**src/rtl/sprite_overlay.sv**
```systemverilog
// Composites one bouncing 16x16 2bpp sprite over the background pixel stream.
// Next line's sprite row is fetched in the line tail and swapped in at line end.
module sprite_overlay #(
  parameter int          VIDEO_X_BITWIDTH = 12,
  parameter int          VIDEO_Y_BITWIDTH = 11,
  parameter int          SCREEN_W         = 640,
  parameter int          SCREEN_H         = 480,
  parameter int          INIT_X           = 100,
  parameter int          INIT_Y           = 50,
  parameter logic [23:0] PAL1             = 24'hFF0000,
  parameter logic [23:0] PAL2             = 24'h00FF00,
  parameter logic [23:0] PAL3             = 24'hFFFFFF
) (
  input  logic                        I_clk_pixel,
  input  logic                        I_reset_n,
  input  logic [VIDEO_X_BITWIDTH-1:0] I_pixX,
  input  logic [VIDEO_Y_BITWIDTH-1:0] I_pixY,
  input  logic [VIDEO_X_BITWIDTH-1:0] I_frameWidth,
  input  logic [VIDEO_Y_BITWIDTH-1:0] I_frameHeight,
  input  logic [23:0]                 I_rgb,
  input  logic                        I_wr_en,
  input  logic [3:0]                  I_wr_row,
  input  logic [31:0]                 I_wr_data,
  output logic [23:0]                 O_rgb
);

  localparam int XW    = VIDEO_X_BITWIDTH;
  localparam int YW    = VIDEO_Y_BITWIDTH;
  localparam int MAX_X = SCREEN_W - 16;
  localparam int MAX_Y = SCREEN_H - 16;

  localparam logic [XW-1:0] X0   = XW'(MAX_X < 0 ? 0 : INIT_X);
  localparam logic [YW-1:0] Y0   = YW'(MAX_Y < 0 ? 0 : INIT_Y);
  localparam logic [XW-1:0] XLIM = XW'(MAX_X < 0 ? 0 : MAX_X);
  localparam logic [YW-1:0] YLIM = YW'(MAX_Y < 0 ? 0 : MAX_Y);

  typedef enum logic [1:0] {
    IDLE,
    READ,
    LOAD
  } fetch_e;

  logic [31:0]   bitmap [16];
  logic [31:0]   rd_data;

  logic [XW-1:0] pos_x, pos_x_nxt;
  logic [YW-1:0] pos_y, pos_y_nxt;
  logic          neg_x, neg_x_nxt;
  logic          neg_y, neg_y_nxt;
  logic          last_line;
  logic          frame_end;

  fetch_e        state, state_nxt;
  logic [YW-1:0] next_y;
  logic [YW-1:0] row_off;
  logic          in_rng;
  logic          fetch_go;
  logic          line_end;

  logic [31:0]   bits_nxt, line_bits;
  logic [XW-1:0] x_nxt, line_x;
  logic          valid_nxt, line_valid;

  logic [XW-1:0] col;
  logic [1:0]    code;
  logic [23:0]   spr_rgb;

  always_ff @(posedge I_clk_pixel) begin
    if (I_wr_en) bitmap[I_wr_row] <= I_wr_data;
  end

  assign last_line = I_pixY == I_frameHeight - 1'b1;
  assign frame_end = (I_pixX == '0) && last_line;

  // A degenerate axis (screen narrower than the sprite) stays pinned at 0.
  always_comb begin
    pos_x_nxt = pos_x;
    neg_x_nxt = neg_x;
    if (MAX_X <= 0) begin
      pos_x_nxt = '0;
    end else if (!neg_x) begin
      if (pos_x >= XLIM) begin
        neg_x_nxt = 1'b1;
        pos_x_nxt = pos_x - 1'b1;
      end else begin
        pos_x_nxt = pos_x + 1'b1;
      end
    end else if (pos_x == '0) begin
      neg_x_nxt = 1'b0;
      pos_x_nxt = pos_x + 1'b1;
    end else begin
      pos_x_nxt = pos_x - 1'b1;
    end
  end

  always_comb begin
    pos_y_nxt = pos_y;
    neg_y_nxt = neg_y;
    if (MAX_Y <= 0) begin
      pos_y_nxt = '0;
    end else if (!neg_y) begin
      if (pos_y >= YLIM) begin
        neg_y_nxt = 1'b1;
        pos_y_nxt = pos_y - 1'b1;
      end else begin
        pos_y_nxt = pos_y + 1'b1;
      end
    end else if (pos_y == '0) begin
      neg_y_nxt = 1'b0;
      pos_y_nxt = pos_y + 1'b1;
    end else begin
      pos_y_nxt = pos_y - 1'b1;
    end
  end

  always_ff @(posedge I_clk_pixel) begin
    if (!I_reset_n) begin
      pos_x <= X0;
      pos_y <= Y0;
      neg_x <= 1'b0;
      neg_y <= 1'b0;
    end else if (frame_end) begin
      pos_x <= pos_x_nxt;
      pos_y <= pos_y_nxt;
      neg_x <= neg_x_nxt;
      neg_y <= neg_y_nxt;
    end
  end

  assign next_y   = last_line ? '0 : I_pixY + 1'b1;
  assign row_off  = next_y - pos_y;
  assign in_rng   = row_off[YW-1:4] == '0;
  assign fetch_go = I_pixX == I_frameWidth - 3'd4;
  assign line_end = I_pixX == I_frameWidth - 1'b1;

  always_comb begin
    state_nxt = state;
    unique case (state)
      IDLE:    if (fetch_go && in_rng) state_nxt = READ;
      READ:    state_nxt = LOAD;
      LOAD:    state_nxt = IDLE;
      default: state_nxt = IDLE;
    endcase
  end

  always_ff @(posedge I_clk_pixel) begin
    if (!I_reset_n) begin
      state      <= IDLE;
      valid_nxt  <= 1'b0;
      line_valid <= 1'b0;
    end else begin
      state <= state_nxt;
      if (state == IDLE && fetch_go && !in_rng) valid_nxt <= 1'b0;
      if (state == LOAD) valid_nxt <= 1'b1;
      if (line_end) line_valid <= valid_nxt;
    end
  end

  // Read-first: a write landing on the fetch cycle is seen next frame.
  always_ff @(posedge I_clk_pixel) begin
    if (state == IDLE && fetch_go && in_rng) rd_data <= bitmap[row_off[3:0]];
    if (state == LOAD) begin
      bits_nxt <= rd_data;
      x_nxt    <= pos_x;
    end
    if (line_end) begin
      line_bits <= bits_nxt;
      line_x    <= x_nxt;
    end
  end

  assign col  = I_pixX - line_x;
  assign code = line_bits[{col[3:0], 1'b0} +: 2];

  always_comb begin
    spr_rgb = PAL3;
    unique case (code)
      2'd1:    spr_rgb = PAL1;
      2'd2:    spr_rgb = PAL2;
      default: spr_rgb = PAL3;
    endcase
  end

  always_ff @(posedge I_clk_pixel) begin
    if (!I_reset_n) begin
      O_rgb <= '0;
    end else if (line_valid && col[XW-1:4] == '0 && code != 2'd0) begin
      O_rgb <= spr_rgb;
    end else begin
      O_rgb <= I_rgb;
    end
  end

endmodule
```
**config.mk**
```make
export PLATFORM = sky130hd
export DESIGN_NAME = sprite_overlay
export DESIGN_NICKNAME = d
export VERILOG_FILES = /design/src/rtl/sprite_overlay.sv
export SDC_FILE = /design/constraint.sdc
export NUM_CORES = 1
export LEC_CHECK = 0
export ABC_AREA = 0
export BUFFER_PORTS_ARGS = -buffer_cell sky130_fd_sc_hd__buf_4
export CAP_MARGIN = 15
export CORE_ASPECT_RATIO = 0.8
export CORE_MARGIN = 3
export CORE_UTILIZATION = 40
export DETAILED_ROUTE_END_ITERATION = 8
export HOLD_SLACK_MARGIN = 0.05
export PLACE_DENSITY = 0.66
export SLEW_MARGIN = 5
export SYNTH_ARGS = -nofsm -noshare
export SYNTH_HDL_FRONTEND = slang
export SYNTH_SLANG_ARGS = --single-unit
```
**constraint.sdc**
```tcl
create_clock -name I_clk_pixel -period 16.9 [get_ports I_clk_pixel]
set_clock_uncertainty 0.05 [all_clocks]
set_input_delay 3.38 -clock I_clk_pixel [delete_from_list [all_inputs] [get_ports I_clk_pixel]]
set_output_delay 3.38 -clock I_clk_pixel [all_outputs]
set_load 0.1 [all_outputs]
```
==> results.md <==
- Max_slew headroom: 0.226
- CTS H-tree depth: 3
- Endpoint class of the critical path: flop
- First DRT Iteration DRCs: 1,317
- Worst-Margin Slew: between 1 and 1.5 ns
- Setup slack at placement: between 7 and 8 ns
- RSZ-0062 raised after global routing: false
- Drc violations: 0
- Fraction of registers with async set/reset: 0
- Post-layout min period: around 9 ns
- Crit-path max cell delay: between 0.8 and 0.9 ns
- Die area: 73,200 sq um
- Highest Clock Rate: around 110 MHz
- Critical path fanouts, max: 50
- I/O Pins: around 130
- Kind of critical path: in -> reg
- Fillers: around 5.8k
- Syn Inst Count: roughly 1.5k
- Rows: 86
- Final wirelength: around 60,000 um
- Vias per std cell: around 5.4
- R2R Path Start: pos_y[0]
- Mapped Nets: around 1.6k
- Initial antenna violation count: 3
- Mean Syn Cell Area: between 15 and 20 sq um
- PortBufs: 132
- Design area: roughly 32,000 sq um
- Worst Slack Setup Final: slightly above 8 ns
- RePlAce Congestion: a little over 0.8
- Vias in the first global route: about 15k
- Core area: 69,100 sq um
- Reg2reg path depth: 7
- Max-slew violations: 0
- Pin count of the biggest net entering global routing: 72
- Root buffer cell: clkbuf_16
- EDFF count, synth: ~630
- CTS Hold Buffers Added: 0
- Hold slack final: between 0.3 and 0.4 ns
- Hold Path Class: reg -> reg
- Worst hold start: x_nxt[11]
- HPWL Detailed: 34,100 um
- Die extent in x: slightly above 300 um
- Crit path required time: 17.17 ns
- CP max stage cell: buf_4
- Worst IR drop on VDD: around 76 uV
- First-pass GRT wire length: ~92,000 um
- Leakage: between 10 and 15 nW
- Setup TNS: 0 ns
- Synth warn: 0
- Detailed Routing Iterations Pass 1: 7
- Setup violators final: 0
- Commonest cells after routing, fill and taps aside: 632 x edfxtp_1, 168 x mux4_2, 161 x buf_4
- Worst skew pair latency: about 0.60 ns
- Synthesized area: ~28,000 sq um
- WL per Instance: 23.3 um
- FF+latch count, synth: between 600 and 700
- Die H: ~240 um
- CP startpoint kind: input port
- Commonest non-fill, non-tap cell in the layout: edfxtp_1
- Tot GR Track Use: 0.168
- Crit path DAT: ~9.1 ns
- Crit Reg-Reg Endpoint: rd_data[2]
- Sink Count: 685
- Status: finished clean
- Ratio of cells with drive above 1 in the final layout: 0.272
- Worst Hold End: line_x[11]
- Synth Flop Type: edfxtp_1
- # Post-CTS Setup Buffers: 0
- Total power draw: 3.65 mW
- Area of the multi-input gates: about 7700 sq um
- CP Cell Sequence: buf_4 > inv_1 > ha_1 > o21ai_0 > and4b_1 > o31a_1 > a311o_1 > and3_1 > or2_2 > ha_4 > buf_4 > buf_4 > mux4_2 > mux4_2
- Final Cycle Share: 0.523
- Seq/Total Area, Yosys: 0.716
- Starting Density: 0.405
- Via count: 14.2k
- Routed Antenna Nets: 0
- Worst Hold Path Cells: 0
- Reg area: between 20,000 and 25,000 sq um
- Most used cell, CP: buf_4
- TritonCTS Buffers: 67
- Reg clk slew, reported paths: about 0.06 ns
- CTS tree: yes
- Post-CTS Resized: 0
- Overflow after GRT: 0
- Placed instance area: roughly 30,000 sq um
- Pwr/cell area: 113 nW/um^2
- Cell variety after synth: 75
- Nets: around 1.8k
- CTS max path bufs: 3
- Reg-to-reg slack, setup: roughly 12 ns
- Final hold vios: 0
- Syn-to-layout area delta: 15.6%
- Max-capacitance violation count: 0
## cells by family after synthesis
group	share of synthesized area
DFF	0.716
buffers and inverters	0.0150
xor gates and xnor gates	0.0235
muxes	0.149
and+or+nand+nor	0.0530
adders and majority gates	0.0166
AOI/OAI and AO/OA	0.0267
## Yosys cell counts, types with 3 or more instances
| cell | number | area share |
|---|---|---|
| a31oi_1 | 5 | 0.0011 |
| edfxtp_1 | 632 | 0.68 |
| a21o_1 | 3 | 0.00080 |
| nor4_1 | 11 | 0.0025 |
| nor3_1 | 27 | 0.0048 |
| a21oi_1 | 25 | 0.0045 |
| mux4_2 | 168 | 0.14 |
| mux2i_1 | 36 | 0.013 |
| a21boi_1 | 5 | 0.0013 |
| o31ai_1 | 5 | 0.0013 |
| nor2_1 | 60 | 0.0080 |
| dfxtp_1 | 53 | 0.038 |
| o31a_1 | 4 | 0.0013 |
| xor2_1 | 30 | 0.0094 |
| o21ai_0 | 22 | 0.0039 |
| buf_2 | 9 | 0.0016 |
| and2_1 | 13 | 0.0029 |
| nand4_1 | 8 | 0.0018 |
| nor2b_1 | 10 | 0.0022 |
| nand2b_1 | 10 | 0.0022 |
| or3_1 | 17 | 0.0038 |
| and3_1 | 7 | 0.0016 |
| clkbuf_1 | 36 | 0.0048 |
| xnor2_1 | 45 | 0.014 |
| ha_1 | 34 | 0.015 |
| buf_1 | 12 | 0.0016 |
| o22ai_1 | 3 | 0.00067 |
| nand3b_1 | 5 | 0.0013 |
| inv_1 | 40 | 0.0054 |
| buf_4 | 3 | 0.00080 |
| nor4_4 | 4 | 0.0030 |
| nand2_1 | 55 | 0.0074 |
| nand3_1 | 16 | 0.0029 |
| or4_1 | 5 | 0.0013 |
| o21a_1 | 6 | 0.0016 |
## state kept, by name, summed over array words and instances, names as in the netlist
name / cells
neg_y: 1
valid_nxt: 1
state: 2
neg_x: 1
O_rgb: 24
bitmap: 512
pos_x: 12
line_valid: 1
line_bits: 32
line_x: 12
pos_y: 11
x_nxt: 12
bits_nxt: 32
rd_data: 32
## power by group
| part | total [mW] | switching (mW) | internal, mW |
|---|---|---|---|
| combinational | 0.310 | 0.172 | 0.138 |
| sequential | 1.89 | 0.00637 | 1.88 |
| clock | 1.45 | 0.622 | 0.826 |
## routing by layer
metal  share of wire  wire (um)  up-vias  global-route usage
met3           0.072       4380       91              0.0352
met2            0.48      29100      483               0.263
met5         0.00021         13        -                   0
met1            0.43      26500     7366               0.242
met4           0.019       1190        2              0.0420
li1                -          -     6304                   -
## area by class of cell
cell class	instances	area share
well taps	924	0.0357
repair buffers	161	0.0374
inverters	40	0.00464
multi-input cells	691	0.237
diodes	2	0.000155
clock inverters	35	0.0106
clock buffers	87	0.0548
flip-flops and latches	685	0.619
## critical path, delay by kind of cell
kind,cells,cell delay [ns]
buffers and inverters,4,1.82
AOI/OAI and AO/OA,3,0.71
and+or+nand+nor,3,0.86
adders and majority gates,2,1.14
muxes,2,1.07
## worst max-delay path by stage
stage,to,slack [ns],startpoint
floorplan,rd_data[0],8.15,I_frameHeight[0]
global placement,rd_data[24],7.39,I_frameHeight[0]
detailed placement,rd_data[2],7.29,I_frameHeight[0]
CTS,rd_data[2],7.93,I_frameHeight[0]
global route,rd_data[24],7.53,I_frameHeight[0]
finish,rd_data[24],8.07,I_frameHeight[0]
## through the flow
stage | utilization | std cells
after floorplan | - | 1478
after global placement | 0.438 | 2501
after detailed placement | 0.438 | 2501
after CTS | 0.468 | 2623
after global routing | 0.468 | 2623
final | 0.468 | 2625
(Power assumes the default switching activity.)
